===== src/rtl/d_ff_pipe.sv =====
// d_ff_pipe: DEPTH-stage, WIDTH-bit delay line with a per-stage valid bit, stall (en),
// synchronous flush, programmable reset value and a live count of valid stages.
module d_ff_pipe #(
   parameter int unsigned      WIDTH        = 8,
   parameter int unsigned      DEPTH        = 4,
   parameter logic [WIDTH-1:0] RESET_VAL    = '0,
   parameter bit               ZERO_INVALID = 1'b0
) (
   input  logic                       clk,
   input  logic                       Rst,
   input  logic                       en,
   input  logic                       flush,
   input  logic [WIDTH-1:0]           D,
   input  logic                       d_valid,
   output logic [WIDTH-1:0]           Q,
   output logic                       q_valid,
   output logic [$clog2(DEPTH+1)-1:0] count
);
   localparam int unsigned CW  = $clog2(DEPTH + 1);
   localparam int unsigned CW1 = CW + 1;

   logic [WIDTH-1:0] data_q [DEPTH];
   logic [WIDTH-1:0] data_d [DEPTH];
   logic [DEPTH-1:0] vld_q;
   logic [DEPTH-1:0] vld_d;
   logic [CW-1:0]    count_q;
   logic [CW-1:0]    count_d;

   always_comb begin
      // NOTE: every signal written here is defaulted first, so no path can leave one unassigned and infer a latch.
      data_d  = data_q;
      vld_d   = vld_q;
      count_d = count_q;
      if (flush) begin
         for (int i = 0; i < DEPTH; i++) data_d[i] = RESET_VAL;
         vld_d   = '0;
         count_d = '0;
      end else if (en) begin
         data_d[0] = (ZERO_INVALID && !d_valid) ? RESET_VAL : D;
         vld_d[0]  = d_valid;
         for (int i = 1; i < DEPTH; i++) begin
            data_d[i] = data_q[i-1];
            vld_d[i]  = vld_q[i-1];
         end
         // One extra bit keeps the transient add/subtract from wrapping; the result fits in CW bits.
         count_d = CW'({1'b0, count_q} + CW1'(d_valid) - CW1'(vld_q[DEPTH-1]));
      end
   end

   // NOTE: state registers use non-blocking assignments so every stage samples its neighbour's pre-edge value.
   always_ff @(posedge clk or negedge Rst) begin
      if (!Rst) begin
         // NOTE: the stages are discrete flops rather than a RAM, so each one is reset to RESET_VAL.
         for (int i = 0; i < DEPTH; i++) data_q[i] <= RESET_VAL;
         vld_q   <= '0;
         count_q <= '0;
      end else begin
         data_q  <= data_d;
         vld_q   <= vld_d;
         count_q <= count_d;
      end
   end

   assign Q       = data_q[DEPTH-1];
   assign q_valid = vld_q[DEPTH-1];
   assign count   = count_q;

endmodule


===== config.mk =====
export PLATFORM = sky130hd
export DESIGN_NAME = d_ff_pipe
export DESIGN_NICKNAME = d
export VERILOG_FILES = /design/src/rtl/d_ff_pipe.sv
export SDC_FILE = /design/constraint.sdc
export NUM_CORES = 1
export LEC_CHECK = 0
export CELL_PAD_IN_SITES_DETAIL_PLACEMENT = 0
export CELL_PAD_IN_SITES_GLOBAL_PLACEMENT = 1
export CORE_MARGIN = 4
export CORE_UTILIZATION = 38
export CTS_BUF_LIST = sky130_fd_sc_hd__clkbuf_4 sky130_fd_sc_hd__clkbuf_8 sky130_fd_sc_hd__clkbuf_16
export DETAILED_ROUTE_END_ITERATION = 8
export PLACE_DENSITY_LB_ADDON = 0.1
export SYNTH_ARGS = -nofsm -noshare
export SYNTH_HDL_FRONTEND = slang
export SYNTH_SLANG_ARGS = --single-unit

===== constraint.sdc =====
create_clock -name clk -period 1.7 [get_ports clk]
set_input_delay 0.17 -clock clk [delete_from_list [all_inputs] [get_ports clk]]
set_output_delay 0.17 -clock clk [all_outputs]
set_load 0.02 [all_outputs]

==> metrics.txt <==
root buf cell clkbuf_8; share of cells above drive strength 1 14.6%; Final nets 180; Post-synth ARST share 100%; min Tclk post-route 1.77 ns; Synth cell types 15; crit end category register; synthesized net count 160; R2R Setup Slk -0.07 ns; Largest delay share family, worst path adder cells; Max Fanout on Critical Path 2; Tcrit/Tclk final 104%; Initial Util 39.5%; grt ovf 0; CP max stage delay 0.41 ns; most frequent cells after synthesis dfrtp_1, nor2_1, mux2i_1; Chip Height 75.8 um; routed wire length 2830 um; # clock sinks 39; number of diodes 0; Synth area leaders dfrtp_1, mux2i_1, nor2_1; area growth from synthesis to layout 18.9%; CTS max path bufs 2; Clock Latency Late Sink 0.28 ns; DRC Markers 0; # IOs 25; Ys Warns 0; first-pass GRT wire length 4860 um; Mapped Avg Cell Area 12.1 um2; number of global-route vias before repair 1021; per-cell routed wire length 13.1 um; worst slew pin tran 0.633 ns; total track usage 11.4%; sequential fraction of the synthesis area 55.9%; Final WS setup -0.0669 ns; Crit-path slowest cell dfrtp_2; H-tree levels 2; Die X 75.8 um; Worst Path Buf+Inv 3; RePlAce Congestion 0.792; Slew Viols, Final 0; top_reg_cell synth dfrtp_1; Yosys top cell area share 55.9%; crit path launch type register; register bit total from synthesis 39; clk slew on worst S/H paths 0.07 ns; hold_ws 0.448 ns; CP arrival 1.94 ns; ANT nets after route 0; TNS Setup -0.0908 ns; fill count 410; Fmax 566 MHz; largest net degree at the start of global routing 41; crit path cell chain inv_2 > ha_4 > inv_4 > ha_4 > inv_2 > fa_2 > xor2_2 > a21oi_2 > a31o_1; TritonCTS clock tree built; Final Skew 0.00732 ns; Crit Path Category reg2reg; CP Data Required Time 1.87 ns; Via-to-Cell Ratio 4.73; Pre-antenna DRT Iters 4; status finished with violations; Non-Filler Instances 216; CORE AREA 0.00441 mm2; RSZ-0062 raised after global routing true; PnR Total Power 0.00176 W; EDFF count, synth 0; cell accounting for the most synthesized area dfrtp_1; Util after Layout 47.0%; vias post-DR 1021; full die area 0.00574 mm2; Post-DP HPWL 1820 um; Final Hold Fails 0; Synth Instances 144; worst relative slew slack 57.8%; IO Port Bufs 24; cts bufs inserted 5; worst hold path type in2async; Final setup viols 2; max_cap viols 0; Power Dens Cells 850 mW/mm2; Inst Count DP 208; initial antenna violation count 0; Iteration-0 DRC Markers 35; Leak Pwr 1.04 nW; Post-Syn Area 0.00175 mm2; maximum vdd drop 363 uV; Core Rows 24; failing checks negative setup slack
[final timing paths]
path / start / to / cells after the start
worst max register to register: count[0] / count[2] / 9
worst min-delay path: Rst / data_q[9] / 2
max in group asynchronous: Rst / data_q[28] / 3
worst max-delay path: count[0] / count[2] / 9
worst min register to register: Q[4] / Q[4] / 2
min in group clk: en / count[2] / 3
[where the power goes]
group          switching (W)  internal, W  leakage, nW  total (W)
Combinational       0.000101    0.0000960        0.460   0.000197
Sequential         0.0000175     0.000957        0.532   0.000974
Clock               0.000279     0.000314       0.0452   0.000593
Total               0.000398      0.00137         1.04    0.00176
[per-stage QoR]
step                cell area [um2]  setup slack, ns
floorplan                      1760          -0.0912
global placement               1950          -0.0604
detailed placement             1950           -0.116
CTS                            2070          -0.0915
global route                   2070           -0.144
finish                         2070          -0.0669
[timing repair]
action	CTS	global route
hold buffers	1	0
hold endpoints to repair	28	0
gates resized for setup	5	1
setup buffers	0	0
pin swaps	2	1
endpoints found under the setup margin	2	2
[logic make-up (layout without fill, tap and decap cells)]
group | count (synthesis) | after routing | synth area share, %
DFF | 39 | 39 | 55.9
AOI/OAI and AO/OA | 2 | 2 | 1.00
and+or+nand+nor | 40 | 40 | 8.75
xor gates and xnor gates | 1 | 1 | 0.502
muxes | 38 | 38 | 21.8
buffers and inverters | 21 | 41 | 9.46
adders and majority gates | 3 | 3 | 2.58
[routing by layer]
layer	GRT usage, %	share of wire (%)	vias to the layer above
met5	0	0	-
met4	4.66	1.6	0
met3	4.35	5.1	7
met2	17.4	47	18
met1	14.6	46	494
li1	-	-	502
[flip-flops by register name (all words and copies together) (netlist names)]
signal  count
vld_q       4
data_q     24
count       3
Q           8
[cell usage in the layout, fill, tap and decap left out]
master | netlist | final
fa_2 | 0 | 1
buf_12 | 0 | 1
mux2i_1 | 38 | 38
buf_4 | 8 | 4
clkdlybuf4s50_1 | 0 | 22
inv_2 | 0 | 2
nor2_1 | 39 | 39
inv_4 | 0 | 1
dfrtp_1 | 39 | 37
a21oi_2 | 1 | 1
buf_2 | 3 | 2
a31o_1 | 1 | 1
clkbuf_4 | 0 | 2
xor2_2 | 0 | 1
dfrtp_2 | 0 | 2
ha_4 | 0 | 2
inv_1 | 4 | 1
clkbuf_8 | 0 | 5
nand2b_1 | 1 | 1
dlygate4sd3_1 | 0 | 1
[final cells by class]
cell class | count | area, um2 | area share (%)
flip-flops and latches | 39 | 978 | 47.2
repair buffers | 30 | 290 | 14.0
clock buffers | 7 | 83.8 | 4.04
inverters | 4 | 17.5 | 0.844
well taps | 52 | 65.1 | 3.14
multi-input cells | 84 | 639 | 30.8
Note: power is estimated with default switching activity, not from simulation.
